--- src/rtl/div32_seq_pkg.sv ---
// Shared ALU definitions for the sequential divider: default width, FSM
// encoding and the most-negative operand constant.
package div32_seq_pkg;
  localparam int DIV_WIDTH = 32;
  localparam logic [DIV_WIDTH-1:0] MIN_INT = 32'h8000_0000;

  typedef enum logic [1:0] {
    ST_IDLE = 2'd0,
    ST_RUN  = 2'd1,
    ST_FIX  = 2'd2
  } div_state_e;
endpackage

--- src/rtl/div32_seq_negate32.sv ---
// Two's-complement negator (invert plus increment), used for operand
// magnitudes and for result sign fix-up.
module negate32 #(
  parameter int WIDTH = 32
) (
  input  logic [WIDTH-1:0] a_i,
  output logic [WIDTH-1:0] y_o
);
  assign y_o = ~a_i + {{(WIDTH-1){1'b0}}, 1'b1};
endmodule

--- src/rtl/div32_seq.sv ---
// Signed restoring divider, one quotient bit per clock, fixed 33-cycle
// latency from accept to done pulse; outputs held until the next op finishes.
module div32_seq
  import div32_seq_pkg::*;
#(
  parameter int WIDTH = DIV_WIDTH,
  parameter int CNT_W = 6
) (
  input  logic             clock,
  input  logic             reset_n,
  input  logic             ctrl_div,
  input  logic [WIDTH-1:0] data_operandA,
  input  logic [WIDTH-1:0] data_operandB,
  output logic [WIDTH-1:0] data_result,
  output logic [WIDTH-1:0] data_remainder,
  output logic             data_exception,
  output logic             data_resultRDY,
  output logic             busy
);
  div_state_e       state_q;
  logic [CNT_W-1:0] cnt_q;
  logic [WIDTH-1:0] q_q, r_q, d_q;
  logic             sign_q_q, sign_r_q, exc_q, zero_q;
  logic [WIDTH-1:0] result_q, rem_q;
  logic             exc_out_q, rdy_q, busy_q;

  logic [WIDTH-1:0] neg_a, neg_b, neg_q, neg_r;
  logic [WIDTH-1:0] abs_a, abs_b, shifted;
  logic [WIDTH:0]   trial;

  negate32 #(.WIDTH(WIDTH)) u_neg_a (.a_i(data_operandA), .y_o(neg_a));
  negate32 #(.WIDTH(WIDTH)) u_neg_b (.a_i(data_operandB), .y_o(neg_b));
  negate32 #(.WIDTH(WIDTH)) u_neg_q (.a_i(q_q),           .y_o(neg_q));
  negate32 #(.WIDTH(WIDTH)) u_neg_r (.a_i(r_q),           .y_o(neg_r));

  // Magnitudes are unsigned WIDTH-bit, so MIN_INT stays 0x80000000.
  assign abs_a   = data_operandA[WIDTH-1] ? neg_a : data_operandA;
  assign abs_b   = data_operandB[WIDTH-1] ? neg_b : data_operandB;
  assign shifted = {r_q[WIDTH-2:0], q_q[WIDTH-1]};
  assign trial   = {1'b0, shifted} - {1'b0, d_q};

  always_ff @(posedge clock or negedge reset_n) begin
    if (!reset_n) begin
      state_q   <= ST_IDLE;
      cnt_q     <= '0;
      q_q       <= '0;
      r_q       <= '0;
      d_q       <= '0;
      sign_q_q  <= 1'b0;
      sign_r_q  <= 1'b0;
      exc_q     <= 1'b0;
      zero_q    <= 1'b0;
      result_q  <= '0;
      rem_q     <= '0;
      exc_out_q <= 1'b0;
      rdy_q     <= 1'b0;
      busy_q    <= 1'b0;
    end else begin
      rdy_q <= 1'b0;
      case (state_q)
        ST_IDLE: begin
          if (ctrl_div) begin
            sign_q_q <= data_operandA[WIDTH-1] ^ data_operandB[WIDTH-1];
            sign_r_q <= data_operandA[WIDTH-1];
            zero_q   <= (data_operandB == '0);
            exc_q    <= (data_operandB == '0) ||
                        ((data_operandA == MIN_INT) && (data_operandB == '1));
            q_q      <= abs_a;
            d_q      <= abs_b;
            r_q      <= '0;
            cnt_q    <= '0;
            busy_q   <= 1'b1;
            state_q  <= ST_RUN;
          end
        end
        ST_RUN: begin
          if (!trial[WIDTH]) begin
            r_q <= trial[WIDTH-1:0];
            q_q <= {q_q[WIDTH-2:0], 1'b1};
          end else begin
            r_q <= shifted;
            q_q <= {q_q[WIDTH-2:0], 1'b0};
          end
          cnt_q <= cnt_q + 1'b1;
          if (cnt_q == CNT_W'(WIDTH-1)) state_q <= ST_FIX;
        end
        ST_FIX: begin
          // A zero divisor leaves all-ones garbage in Q; report clean zeros.
          if (zero_q) begin
            result_q <= '0;
            rem_q    <= '0;
          end else begin
            result_q <= sign_q_q ? neg_q : q_q;
            rem_q    <= sign_r_q ? neg_r : r_q;
          end
          exc_out_q <= exc_q;
          rdy_q     <= 1'b1;
          busy_q    <= 1'b0;
          state_q   <= ST_IDLE;
        end
        default: state_q <= ST_IDLE;
      endcase
    end
  end

  assign data_result    = result_q;
  assign data_remainder = rem_q;
  assign data_exception = exc_out_q;
  assign data_resultRDY = rdy_q;
  assign busy           = busy_q;
endmodule
--- config.mk ---
export PLATFORM = sky130hd
export DESIGN_NAME = div32_seq
export DESIGN_NICKNAME = d
export VERILOG_FILES = /design/src/rtl/div32_seq_pkg.sv /design/src/rtl/div32_seq_negate32.sv /design/src/rtl/div32_seq.sv
export SDC_FILE = /design/constraint.sdc
export NUM_CORES = 1
export LEC_CHECK = 0
export ABC_CLOCK_PERIOD_IN_PS = 4900
export BUFFER_PORTS_ARGS = -buffer_cell sky130_fd_sc_hd__buf_2
export CAP_MARGIN = 25
export CORE_ASPECT_RATIO = 1.2
export CORE_MARGIN = 2
export CORE_UTILIZATION = 35
export DETAILED_ROUTE_END_ITERATION = 16
export PLACE_DENSITY = 0.58
export SYNTH_ARGS = -nofsm -noshare
export SYNTH_HDL_FRONTEND = slang
export SYNTH_SLANG_ARGS = --single-unit
--- constraint.sdc ---
create_clock -name clock -period 4.9 [get_ports clock]
set_clock_uncertainty 0.15 [all_clocks]
set_input_delay 0.49 -clock clock [delete_from_list [all_inputs] [get_ports clock]]
set_output_delay 0.49 -clock clock [all_outputs]
set_load 0.05 [all_outputs]
* Word-level counts from Yosys, hierarchy flattened *
Cells that the tools add are included.
Widths: inputs -> output; s select.

storage, ports and cells
  flip-flop bits (word level) = 175
  input port bits = 67
  output and inout port bits = 67
  logic and storage cells = 62

operators by class
  add/sub/neg operators = 6
  equality and inequality tests = 7
  muxes and demuxes = 20
  bitwise logic cells = 5
  reductions and logical operators = 10

operators with widths
  kind                   count
  $mux 32                9
  $add 32x1->32 const B  4
  $not 32->32            4
  $pmux 32 s2            2
  $eq 32x32->1 const B   2
  $sub 32x32->33         1
  $logic_not 32->1       1
  $pmux 6 s2             1
  $reduce_and 2->1       4
  $add 6x1->6 const B    1
  $eq 6x5->1 const B     1
  $mux 6                 1
  $mux 2                 2
  $ne 2x2->1 const B     2
  $pmux 2 s2             1
  $reduce_bool 2->1      2
  $mux 1                 3
  $eq 2x1->1 const B     1
  $eq 2x2->1 const B     1
  $logic_not 2->1        1
  $pmux 1 s2             1
  $logic_and 1x1->1      1
  $logic_or 1x1->1       1
  $xor 1x1->1            1

* Longest topological paths before layout *
  depth in word-level cells = 5
  gate-level depth with buffers = 13
  mapped depth without buffers = 12

* Cells and area by module *
A second synthesis with hierarchy kept.

unflattened totals
  cells, all modules = 1396
  area, all modules = 12590.8 µm²

modules (own cells, without submodules)
  module     instances  cells an instance  area an instance (µm²)  seq. area each (µm²)
  div32_seq  1          1064               10043.4                 4379.2
  negate32   4          83                 636.9                   0.0

* Least setup slack after synthesis *
No wires, ideal clock.

  path type = reg-to-reg
  start point = register q_q[0]
  end point = register result_q[28] (netlist: data_result[28])
  setup time = 0.131 ns
  data arrival time = 3.362 ns
  data required time = 4.619 ns
  setup slack = 1.257 ns
  stages on the path, launching flop included = 12
  buffers on the path = 0
  clock period less this slack = 3.643 ns
  cell sequence = dfrtp_1 -> inv_1 -> ha_1 -> or3b_1 -> or3_1 -> or4_1 -> or3_1 -> or4_4 -> or3_4 -> o31ai_2 -> xor2_1 -> o21ai_1

between the ends
  longest elaborated chain between the ends = 4

RTL lines
  what                    line                     text
  start, declared         div32_seq.sv:22          logic [WIDTH-1:0] q_q, r_q, d_q;
  start signal, assigned  div32_seq.sv:68          q_q <= abs_a;
  start signal, assigned  div32_seq.sv:79          q_q <= {q_q[WIDTH-2:0], 1'b1};
  start signal, assigned  div32_seq.sv:82          q_q <= {q_q[WIDTH-2:0], 1'b0};
  $not 32->32             div32_seq_negate32.sv:9  assign y_o = ~a_i + {{(WIDTH-1){1'b0}}, 1'b1};
  $add 32x1->32           div32_seq_negate32.sv:9
  $mux 32                 div32_seq.sv:93          result_q <= sign_q_q ? neg_q : q_q;
  $mux 32                 div32_seq.sv:89          if (zero_q) begin
  end signal, assigned    div32_seq.sv:93
  end, declared           div32_seq.sv:24          logic [WIDTH-1:0] result_q, rem_q;

No other way between the ends.
A chain may end at the register's enable or synchronous reset.

* Worst setup path after layout *
  start point = register q_q[31]
  end point = register r_q[27]

between the ends
  longest elaborated chain between the ends = 3

RTL lines
  what                  line             text
  $sub 32x32->33        div32_seq.sv:40  assign trial = {1'b0, shifted} - {1'b0, d_q};
  $mux 32               div32_seq.sv:77  if (!trial[WIDTH]) begin
  $pmux 32 s2           div32_seq.sv:60  case (state_q)
  end signal, assigned  div32_seq.sv:78  r_q <= trial[WIDTH-1:0];
  end signal, assigned  div32_seq.sv:81  r_q <= shifted;
  end, declared         div32_seq.sv:22

No other way between the ends.

==> impl_metrics.py <==
metrics = {
    "synthesis": {
        "synth.yosys.seq_area_share": 0.397,
        "synth_edf_count": 0,
        "yosys_warnings": 0,
        "synth_top_area_frac": 0.397,
        "synthTopCellsByArea": "sky130_fd_sc_hd__dfrtp_1 (40%), sky130_fd_sc_hd__xor2_1 (9.8%), sky130_fd_sc_hd__o21ai_0 (9.2%)",
        "synth_cell_types": 56,
        "post_synth_most_frequent_cells": "sky130_fd_sc_hd__o21ai_0 (202), sky130_fd_sc_hd__dfrtp_1 (175), sky130_fd_sc_hd__nand2_1 (172)",
        "syn-num-nets": 1365,
        "async_s_r_ff_share_synth": 1.00,
        "synthesis.instances": 1258,
        "synthMostInstantiatedCell": "sky130_fd_sc_hd__o21ai_0",
        "post_synth_instance_area_um2": 11000,
        "postSynthAreaPerCell_um2": 8.78,
        "ys_ff_latch": 175,
        "synth_top_area_cell": "sky130_fd_sc_hd__dfrtp_1",
        "synth_top_flop_cell": "sky130_fd_sc_hd__dfrtp_1",
    },
    "min_path": {
        "min_delay_worst_endpoint": "busy",
        "hold_path_startpoint": "ctrl_div",
        "min_delay_path_depth": 3,
        "min_path_type": "in -> reg",
    },
    "drt": {
        "detailedRoute.firstIterationViolations": 571,
        "drt.antenna.violating_nets": 0,
        "dr_pass1_iterations": 5,
        "routed_via_density": 5.35,
        "drt-total-wl_um": 29600,
        "route.vias.total": 9509,
        "avgRoutedWirePerCell_um": 16.7,
        "drc": 0,
    },
    "sta": {
        "tns_ns": 0,
        "final.setup.worst_slack_ns": 0.921,
        "finalCritPeriodShare": 0.812,
        "setup_viol_count_final": 0,
        "worstMarginPinSlew_ns": 1.07,
        "finalCriticalPeriod_ns": 3.98,
        "maxClockFrequency_mhz": 251,
        "timing.max_slew.rel_slack": 0.288,
        "setup_repair_after_global_routing_missed_its_margin": "no",
        "final_hold_violations": 0,
        "timing_max_transition_violations_final": 0,
    },
    "floorplanning": {
        "floorplan.rows": 71,
        "floorplan.die.width_um": 166,
        "floorplan.initialDensity": 0.354,
        "coreArea_um2": 31200,
        "fp.dieArea_um2": 33000,
        "io-pin-count": 134,
        "floorplan.die.height_um": 199,
    },
    "worst_setup_path": {
        "rr_startpoint": "q_q[31]",
        "worst-setup-path-type": "reg -> reg",
        "arrival_ns": 4.19,
        "worstSetupEndpointType": "flop",
        "worst-r2r-cell-count": 13,
        "r2r_end": "r_q[27]",
        "crit_fanout": 22,
        "setup.worst_path.start_class": "flop",
        "worst_r2r_setup_slack_ns": 0.92,
        "worst-endpoint-required_ns": 5.11,
    },
    "clock_tree": {
        "cts.clk_slew.worst_paths_ns": 0.07,
        "cts_hold_buffers": 1,
        "htree_levels": 4,
        "clk_latency_ns": 0.45,
        "cts_resized": 0,
        "tritoncts.num_buffers": 17,
        "clockBufferDepth": 2,
        "root_buffer": "sky130_fd_sc_hd__clkbuf_16",
        "post_cts.repair.setup_buffers": 0,
        "cts_sinks": 175,
        "tritoncts": "done",
    },
    "placement": {
        "detailedPlacementHpwl_um": 22100,
        "finalWeightedCongestion": 0.876,
        "placement.io_buffers": 133,
        "numPlacedInstances": 1742,
        "placement.setup.worst_slack_ns": 0.921,
    },
    "power": {
        "pwr_density_cell_nw_per_um2": 746,
        "peakVddDrop_uv": 310,
        "power_mw": 9.53,
        "power.static_leakage_nw": 5.73,
    },
    "global_route": {
        "grt.overflow.total": 0,
        "grt_max_degree": 101,
        "grt_pass1_vias": 9238,
        "grtUsageTotal": 0.181,
        "grt_antenna_before_repair": 1,
        "grt_first_pass_wirelength_um": 48700,
    },
    "cells_and_area": {
        "nNetsFinal": 1468,
        "fin_util": 0.409,
        "final_layout_size_suffix_gt1_frac": 0.146,
        "area_growth_synth_to_finish_pct": 15.6,
        "fin_cells": 1776,
    },
    "status": {
        "status": "completed",
    },
    "flow_run": {
        "max_capacitance_violation_count": 0,
    },
}
## final cells by class
cell class / count / area [µm²]
diodes: 1 / 2.50
clock buffers: 17 / 425
clock inverters: 15 / 170
fillers: 3150 / 18400
inverters: 48 / 180
multi-input cells: 973 / 6280
flip-flops and latches: 175 / 4380
well taps: 401 / 502
repair buffers: 146 / 830
## power breakdown
part           internal (mW)  switching (mW)
sequential              2.11           0.755
combinational           2.00            3.31
clock                  0.686           0.676
## worst max path at each step
stage / start / endpoint / slack [ns] / cells after the start
2_1_floorplan: q_q[0] / data_result[28] / 1.26 / 11
4_1_cts: q_q[31] / r_q[27] / 0.91 / 13
5_1_grt: q_q[31] / r_q[27] / 0.57 / 13
3_3_place_gp: q_q[0] / data_result[28] / 0.98 / 11
3_5_place_dp: q_q[31] / r_q[27] / 0.92 / 13
6_report: q_q[31] / r_q[27] / 0.92 / 13
## cells by family (layout without fill, tap and decap cells)
kind of cell	Yosys count	in the layout	synth area share
AND/OR/NAND/NOR	358	358	0.157
other	0	1	0
multiplexers	32	32	0.0291
XOR/XNOR	148	148	0.117
flip-flops	175	175	0.397
AO/OA/AOI/OAI	395	395	0.216
buffers and inverters	110	226	0.0374
adder cells (fa/ha/maj)	40	40	0.0460
## registers in the layout, summed over array words and instances (netlist names)
name and flops:
cnt_q 6, state_q 2, data_resultRDY 1, q_q 32, exc_q 1, busy 1
d_q 32, zero_q 1, sign_q_q 1, sign_r_q 1, data_result 32, data_remainder 32
r_q 32, data_exception 1
## stage by stage
step	cell area (µm²)	hold WS [ns]
after floorplan	11000	0.0444
after global placement	12100	0.309
after global routing	12800	0.208
after CTS	12800	0.164
final	12800	0.174
after detailed placement	12200	0.307
## cells in the final DEF (no fill, tap or decap), types with 5 or more instances in the layout
cell / n
sky130_fd_sc_hd__buf_2: 132
sky130_fd_sc_hd__nand3_1: 41
sky130_fd_sc_hd__a22oi_1: 31
sky130_fd_sc_hd__a21o_1: 17
sky130_fd_sc_hd__nor4_1: 6
sky130_fd_sc_hd__nor2_1: 33
sky130_fd_sc_hd__dfrtp_1: 175
sky130_fd_sc_hd__xor2_1: 123
sky130_fd_sc_hd__mux2i_1: 31
sky130_fd_sc_hd__nand4_1: 11
sky130_fd_sc_hd__a21oi_1: 34
sky130_fd_sc_hd__or4_1: 22
sky130_fd_sc_hd__o21ai_0: 202
sky130_fd_sc_hd__xnor2_1: 25
sky130_fd_sc_hd__buf_4: 8
sky130_fd_sc_hd__ha_1: 39
sky130_fd_sc_hd__a31oi_1: 8
sky130_fd_sc_hd__nor3_1: 12
sky130_fd_sc_hd__o41ai_1: 18
sky130_fd_sc_hd__or3_1: 12
sky130_fd_sc_hd__o31ai_1: 36
sky130_fd_sc_hd__nand2_1: 171
sky130_fd_sc_hd__o21a_1: 5
sky130_fd_sc_hd__o211ai_1: 8
sky130_fd_sc_hd__inv_1: 48
sky130_fd_sc_hd__clkbuf_16: 17
sky130_fd_sc_hd__o21ai_1: 14
sky130_fd_sc_hd__nand3b_1: 6
sky130_fd_sc_hd__nand2b_1: 11
sky130_fd_sc_hd__nor2b_1: 7
## worst max-delay path: stages, from the launching register on
cell and delay (ns):
sky130_fd_sc_hd__dfrtp_1 0.35, sky130_fd_sc_hd__inv_1 0.09, sky130_fd_sc_hd__ha_1 0.23, sky130_fd_sc_hd__fa_1 0.40, sky130_fd_sc_hd__nand2b_1 0.18, sky130_fd_sc_hd__a21oi_1 0.26, sky130_fd_sc_hd__o21ai_0 0.17, sky130_fd_sc_hd__o21ai_1 0.45
sky130_fd_sc_hd__o21ai_0 0.17, sky130_fd_sc_hd__o211a_1 0.30, sky130_fd_sc_hd__a21oi_4 0.48, sky130_fd_sc_hd__buf_12 0.26, sky130_fd_sc_hd__nand2_1 0.16, sky130_fd_sc_hd__o211ai_1 0.24
## per-layer routing
metal,vias to the layer above,track usage,part of all wire
li1,4724,-,-
met4,2,0.0551,0.018
met5,-,0,0.00037
met2,189,0.309,0.49
met1,4560,0.234,0.45
met3,34,0.0326,0.039
Note: power is estimated with default switching activity, not from simulation.
